`src/rtl/pipeline_ctrl.sv`:
```
// pipeline_ctrl -- hazard and stall controller for a 5-stage in-order pipeline.
//
// Purpose:
//   Generates PC and stage-register write-enable/clear controls, operand
//   forwarding selects, and a sticky data-memory timeout flag. A three-state
//   FSM (RUN / MEM_WAIT / ERROR) freezes the pipeline while the data memory
//   is busy and traps into ERROR when an access exceeds MEM_TIMEOUT wait
//   cycles. Priority: memory freeze > branch flush > load-use stall.
//
// Parameters:
//   MEM_TIMEOUT  max consecutive MEM_WAIT cycles before error (1..255)
//
// Ports:
//   clk, rst                         clock, synchronous active-high reset
//   id_rs1_addr, id_rs2_addr         decode-stage source registers
//   ex_rs1_addr, ex_rs2_addr         execute-stage source registers
//   ex_rd_addr, ex_reg_wr_en,
//   ex_mem_read                      execute-stage destination / load flag
//   mem_rd_addr, mem_reg_wr_en,
//   mem_access                       memory-stage destination / dmem access
//   wb_rd_addr, wb_reg_wr_en         writeback-stage destination
//   branch_taken                     redirect resolved in execute
//   dmem_ack                         data memory completes access this cycle
//   pc_wr_en, pc_sel                 PC enable, redirect-target select
//   *_wr_en, *_clear                 stage register controls (clear wins)
//   fwd_op1_sel, fwd_op2_sel         00 regfile, 01 mem-stage, 10 wb-stage
//   mem_err                          sticky timeout flag (cleared by rst)
//
// Optional build macro PIPE_CTRL_PERF_EN adds:
//   stall_cycles[31:0]               freeze + load-use stall cycle count
//   flush_count[31:0]                flush cycle count

module pipeline_ctrl #(
    parameter int unsigned MEM_TIMEOUT = 255
) (
    input  logic        clk,
    input  logic        rst,
    input  logic [4:0]  id_rs1_addr,
    input  logic [4:0]  id_rs2_addr,
    input  logic [4:0]  ex_rs1_addr,
    input  logic [4:0]  ex_rs2_addr,
    input  logic [4:0]  ex_rd_addr,
    input  logic        ex_reg_wr_en,
    input  logic        ex_mem_read,
    input  logic [4:0]  mem_rd_addr,
    input  logic        mem_reg_wr_en,
    input  logic        mem_access,
    input  logic [4:0]  wb_rd_addr,
    input  logic        wb_reg_wr_en,
    input  logic        branch_taken,
    input  logic        dmem_ack,
    output logic        pc_wr_en,
    output logic        pc_sel,
    output logic        if_wr_en,
    output logic        if_clear,
    output logic        id_wr_en,
    output logic        id_clear,
    output logic        ex_wr_en,
    output logic        ex_clear,
    output logic        wb_wr_en,
    output logic        wb_clear,
    output logic [1:0]  fwd_op1_sel,
    output logic [1:0]  fwd_op2_sel,
    output logic        mem_err
`ifdef PIPE_CTRL_PERF_EN
    ,
    output logic [31:0] stall_cycles,
    output logic [31:0] flush_count
`endif
);

    localparam logic [7:0] TIMEOUT_CNT = 8'(MEM_TIMEOUT);

    typedef enum logic [1:0] {
        RUN      = 2'd0,
        MEM_WAIT = 2'd1,
        ERROR    = 2'd2
    } state_t;

    state_t      state, state_nxt;
    logic [7:0]  wait_cnt, wait_cnt_nxt;
    logic        branch_hold;   // redirect seen while frozen, replayed later
    logic        frozen;
    logic        flush;
    logic        load_use;

    // Hazard classification (combinational, shared by FSM and outputs)
    always_comb begin
        frozen   = ((state == RUN) && mem_access && !dmem_ack) ||
                   ((state == MEM_WAIT) && !dmem_ack);
        flush    = (state != ERROR) && !frozen &&
                   (branch_taken || branch_hold);
        load_use = (state != ERROR) && !frozen && !flush &&
                   ex_mem_read && ex_reg_wr_en && (ex_rd_addr != 5'd0) &&
                   ((ex_rd_addr == id_rs1_addr) || (ex_rd_addr == id_rs2_addr));
    end

    // State register
    always_ff @(posedge clk) begin
        if (rst) begin
            state       <= RUN;
            wait_cnt    <= '0;
            branch_hold <= 1'b0;
        end else begin
            state       <= state_nxt;
            wait_cnt    <= wait_cnt_nxt;
            // Accumulate redirects across the whole freeze; drop once acted on
            branch_hold <= frozen ? (branch_hold | branch_taken) : 1'b0;
        end
    end

    // Next-state logic
    always_comb begin
        state_nxt    = state;
        wait_cnt_nxt = wait_cnt;
        case (state)
            RUN: begin
                if (mem_access && !dmem_ack) begin
                    state_nxt    = MEM_WAIT;
                    wait_cnt_nxt = 8'd1;
                end
            end
            MEM_WAIT: begin
                if (dmem_ack) begin
                    state_nxt    = RUN;
                    wait_cnt_nxt = '0;
                end else if (wait_cnt == TIMEOUT_CNT) begin
                    state_nxt    = ERROR;
                end else begin
                    wait_cnt_nxt = wait_cnt + 8'd1;
                end
            end
            ERROR:   state_nxt = ERROR;
            default: state_nxt = RUN;
        endcase
    end

    // Forwarding select: memory stage has priority over writeback, x0 never
    function automatic logic [1:0] fwd_sel(input logic [4:0] rs);
        if (mem_reg_wr_en && (mem_rd_addr != 5'd0) && (mem_rd_addr == rs))
            return 2'b01;
        else if (wb_reg_wr_en && (wb_rd_addr != 5'd0) && (wb_rd_addr == rs))
            return 2'b10;
        else
            return 2'b00;
    endfunction

    // Output logic
    always_comb begin
        pc_wr_en    = 1'b1;
        pc_sel      = 1'b0;
        if_wr_en    = 1'b1;
        if_clear    = 1'b0;
        id_wr_en    = 1'b1;
        id_clear    = 1'b0;
        ex_wr_en    = 1'b1;
        ex_clear    = 1'b0;
        wb_wr_en    = 1'b1;
        wb_clear    = 1'b0;
        fwd_op1_sel = fwd_sel(ex_rs1_addr);
        fwd_op2_sel = fwd_sel(ex_rs2_addr);
        mem_err     = (state == ERROR);

        if (rst) begin
            pc_wr_en    = 1'b0;
            if_wr_en    = 1'b0;
            id_wr_en    = 1'b0;
            ex_wr_en    = 1'b0;
            wb_wr_en    = 1'b0;
            if_clear    = 1'b1;
            id_clear    = 1'b1;
            ex_clear    = 1'b1;
            wb_clear    = 1'b1;
            fwd_op1_sel = 2'b00;
            fwd_op2_sel = 2'b00;
        end else if (state == ERROR) begin
            pc_wr_en = 1'b0;
            if_wr_en = 1'b0;
            id_wr_en = 1'b0;
            ex_wr_en = 1'b0;
            wb_wr_en = 1'b0;
        end else if (frozen) begin
            pc_wr_en = 1'b0;
            if_wr_en = 1'b0;
            id_wr_en = 1'b0;
            ex_wr_en = 1'b0;
            wb_clear = 1'b1;
        end else if (flush) begin
            pc_sel   = 1'b1;
            if_clear = 1'b1;
            id_clear = 1'b1;
        end else if (load_use) begin
            pc_wr_en = 1'b0;
            if_wr_en = 1'b0;
            id_clear = 1'b1;
        end
    end

`ifdef PIPE_CTRL_PERF_EN
    always_ff @(posedge clk) begin
        if (rst) begin
            stall_cycles <= '0;
            flush_count  <= '0;
        end else begin
            if (frozen || load_use)
                stall_cycles <= stall_cycles + 32'd1;
            if (flush)
                flush_count <= flush_count + 32'd1;
        end
    end
`endif

endmodule
```
`config.mk`:
```
export PLATFORM = sky130hd
export DESIGN_NAME = pipeline_ctrl
export DESIGN_NICKNAME = d
export VERILOG_FILES = /design/src/rtl/pipeline_ctrl.sv
export SDC_FILE = /design/constraint.sdc
export NUM_CORES = 1
export LEC_CHECK = 0
export ABC_AREA = 1
export CAP_MARGIN = 25
export CORE_MARGIN = 2
export CORE_UTILIZATION = 46
export CTS_BUF_LIST = sky130_fd_sc_hd__clkbuf_8
export CTS_CLUSTER_DIAMETER = 30
export DETAILED_ROUTE_END_ITERATION = 6
export HOLD_SLACK_MARGIN = 0.03
export PLACE_DENSITY = 0.89
export SETUP_SLACK_MARGIN = 0.05
export SLEW_MARGIN = 20
export SYNTH_ARGS = -nofsm -noshare
export SYNTH_HDL_FRONTEND = slang
export SYNTH_SLANG_ARGS = --single-unit
```
`constraint.sdc`:
```
create_clock -name clk -period 3.85 [get_ports clk]
set_input_delay 0.77 -clock clk [delete_from_list [all_inputs] [get_ports clk]]
set_output_delay 0.77 -clock clk [all_outputs]
set_load 0.02 [all_outputs]
```
==> impl_metrics.yaml, run 1 <==
synthesis:
  synth-seq-cells: 11
  ys_top_cells_by_area: "nand2_1, dfxtp_1, xnor2_1, nor2_1, inv_1"
  syn_area_mm2: 0.001269
  netlist.top_cell.by_area: "nand2_1"
  synthCells: 221
  ys_seq_area_frac: 0.1736
  syn_nets: 266
  synth_warnings: 0
  avgSynthCellArea_um2: 5.741
  synth_top_area_frac: 0.1864
  synthDistinctLibCells: 27
setup_path:
  cp-start-kind: "input pin"
  cp_max_fo: 6
  end_kind: "output port"
  timing.rr.start: "wait_cnt[0]$_SDFFE_PP0P_"
  crit_required_ns: 3.08
  worstPathArrival_ns: 2.59
  path_class: "input pin to output port"
  startpoint: "dmem_ack"
power:
  p_leak_nw: 0.8692
  max-vdd-ir-drop_mv: 0.2137
  power.density_mw_per_mm2: 207.3
cells_and_area:
  final_common_cell: "nand2_1"
  antennaDiodeCount: 0
  final_cell_mix: "nand2_1, clkdlybuf4s50_1, nor2_1"
  nets: 326
  syn2layout_area_growth_pct: 50.89
  drive_above_1_share: 0.09643
detailed_routing:
  viasPerCell: 4.810
  drt_iter0_drc: 55
  drt_wl_total_um: 3218
  wl_per_cell_um: 10.35
  num_vias: 1496
  final_antenna_net_count: 0
  dr.pass1.iters: 4
  drc: 0
floorplan:
  fp.dieW_um: 56.52
  die_h_um: 56.52
  std_cell_rows: 19
  num_io_pins: 59
  core_mm2: 0.002686
  die_area_mm2: 0.003194
  initial_core_util: 0.4723
hold_path:
  hp-class: "flop to flop"
  min-delay-start: "wait_cnt[1]$_SDFFE_PP0P_"
sta:
  period_share: 0.8724
  fmax_mhz: 297.7
  fin_tns_setup_ns: 0
  slew_violations: 0
  worstMarginPinSlew_ns: 0.2641
  setup_slack_ns: 0.4912
  relSlewSlack: 0.8237
  clock-skew-final_ns: 0.001479
  hold_viol: 0
  rsz0062_at_grt: "false"
  hold-worst-slack_ns: 0.4906
  setup_violations: 0
  min_period_ns: 3.359
placed_design:
  hpwl_um: 2730
  io_buffers: 58
  pre_cts_slack_ns: 0.4945
  globalplace.congestion: 0.8032
clocking:
  clock-root-buffer: "clkbuf_8"
  clk_latency_ns: 0.24
  cts.htree.levels: 1
  cts-resized-gates: 0
  cts.clk_slew.worst_paths_ns: 0.05
  cts_tree: "yes"
  holdBufCountCts: 0
  cts_inserted_buffers: 3
  cts_sinks: 11
  cts_setup_buffers: 0
  clock_path_buffers: 2
grt:
  grt_first_pass_wirelength_um: 5747
  antenna_found_initial: 0
  grt_pass1_vias: 1436
  grt_usage: 0.2219
  grt_max_degree: 13
  grt_overflow: 0
flow_run:
  cap_violations: 0
run_status:
  outcome: "finished, final reports clean"
[path summary, 6_finish.rpt]
check                              to  slack (ns)  depth (start not counted)
max reg2reg  wait_cnt[6]$_SDFFE_PP0P_        2.46                          7
max                          pc_wr_en        0.49                          8
min          wait_cnt[1]$_SDFFE_PP0P_        0.49                          2
min reg2reg  wait_cnt[1]$_SDFFE_PP0P_        0.49                          2
[per-layer routing]
layer	GRT usage	share of wire
met2	0.3953	0.48
met5	0	0
met3	0.06221	0.070
met1	0.2620	0.44
met4	0.04762	0.0075
[through the flow]
step           power (W)    util  instance area, um^2  instances
5_1_grt        0.0004195  0.7126                 1914        311
2_1_floorplan  0.0002007       -                 1269        221
3_5_place_dp   0.0002806  0.6959                 1869        307
3_3_place_gp   0.0002773  0.6959                 1869        307
4_1_cts        0.0003972  0.7126                 1914        311
6_report       0.0003967  0.7126                 1914        311
[Yosys cell counts (all sizes together)]
| cell | n |
|---|---|
| o211ai | 2 |
| nand3 | 18 |
| or2 | 2 |
| o21ai | 2 |
| nor2 | 43 |
| ha | 1 |
| a21oi | 9 |
| xnor2 | 19 |
| dfxtp | 11 |
| xor2 | 1 |
| o21bai | 1 |
| inv | 33 |
| nand4 | 3 |
| clkbuf | 1 |
| nand2 | 70 |
| nor3 | 2 |
| buf | 3 |
[final cells by class]
| class | instances | area [um^2] |
|---|---|---|
| multi-input cells | 173 | 895.9 |
| fillers | 228 | 772.0 |
| repair buffers | 59 | 588.1 |
| flip-flops and latches | 11 | 220.2 |
| inverters | 33 | 126.4 |
| clock buffers | 3 | 41.29 |
| well taps | 31 | 38.79 |
| clock inverters | 1 | 3.754 |
[power breakdown]
| group | internal [W] | switching (W) |
|---|---|---|
| Combinational | 0.0000858 | 0.0000746 |
| Sequential | 0.000116 | 0.00000192 |
| Clock | 0.0000704 | 0.0000480 |
| Total | 0.000272 | 0.000124 |
[logic make-up (layout without fill, tap and decap cells)]
| logic type | count (synthesis) | after routing | synth area share |
|---|---|---|---|
| and+or+nand+nor | 138 | 138 | 0.4852 |
| buffers and inverters | 37 | 96 | 0.1203 |
| xor gates and xnor gates | 20 | 20 | 0.1381 |
| AOI/OAI and AO/OA | 14 | 14 | 0.07298 |
| DFF | 11 | 11 | 0.1736 |
| adders and majority gates | 1 | 1 | 0.009860 |
[critical path: stages]
cell and delay, ns:
clkdlybuf4s50_1 0.59, inv_4 0.09, nand3_2 0.11, nand3_2 0.10
inv_2 0.07, nand2_1 0.06, a21oi_1 0.17, clkdlybuf4s50_1 0.63
[sequential cells by signal, indices dropped and copies added (netlist names)]
register,count
wait_cnt,8
state,2
branch_hold,1
Power figures use the tool's default switching activity.
==> run 2, diff against run 1 <==
- CTS_CLUSTER_SIZE: not set -> 8
==> results of run 2 <==
Final layout, timing and power as in run 1 (identical DEF).
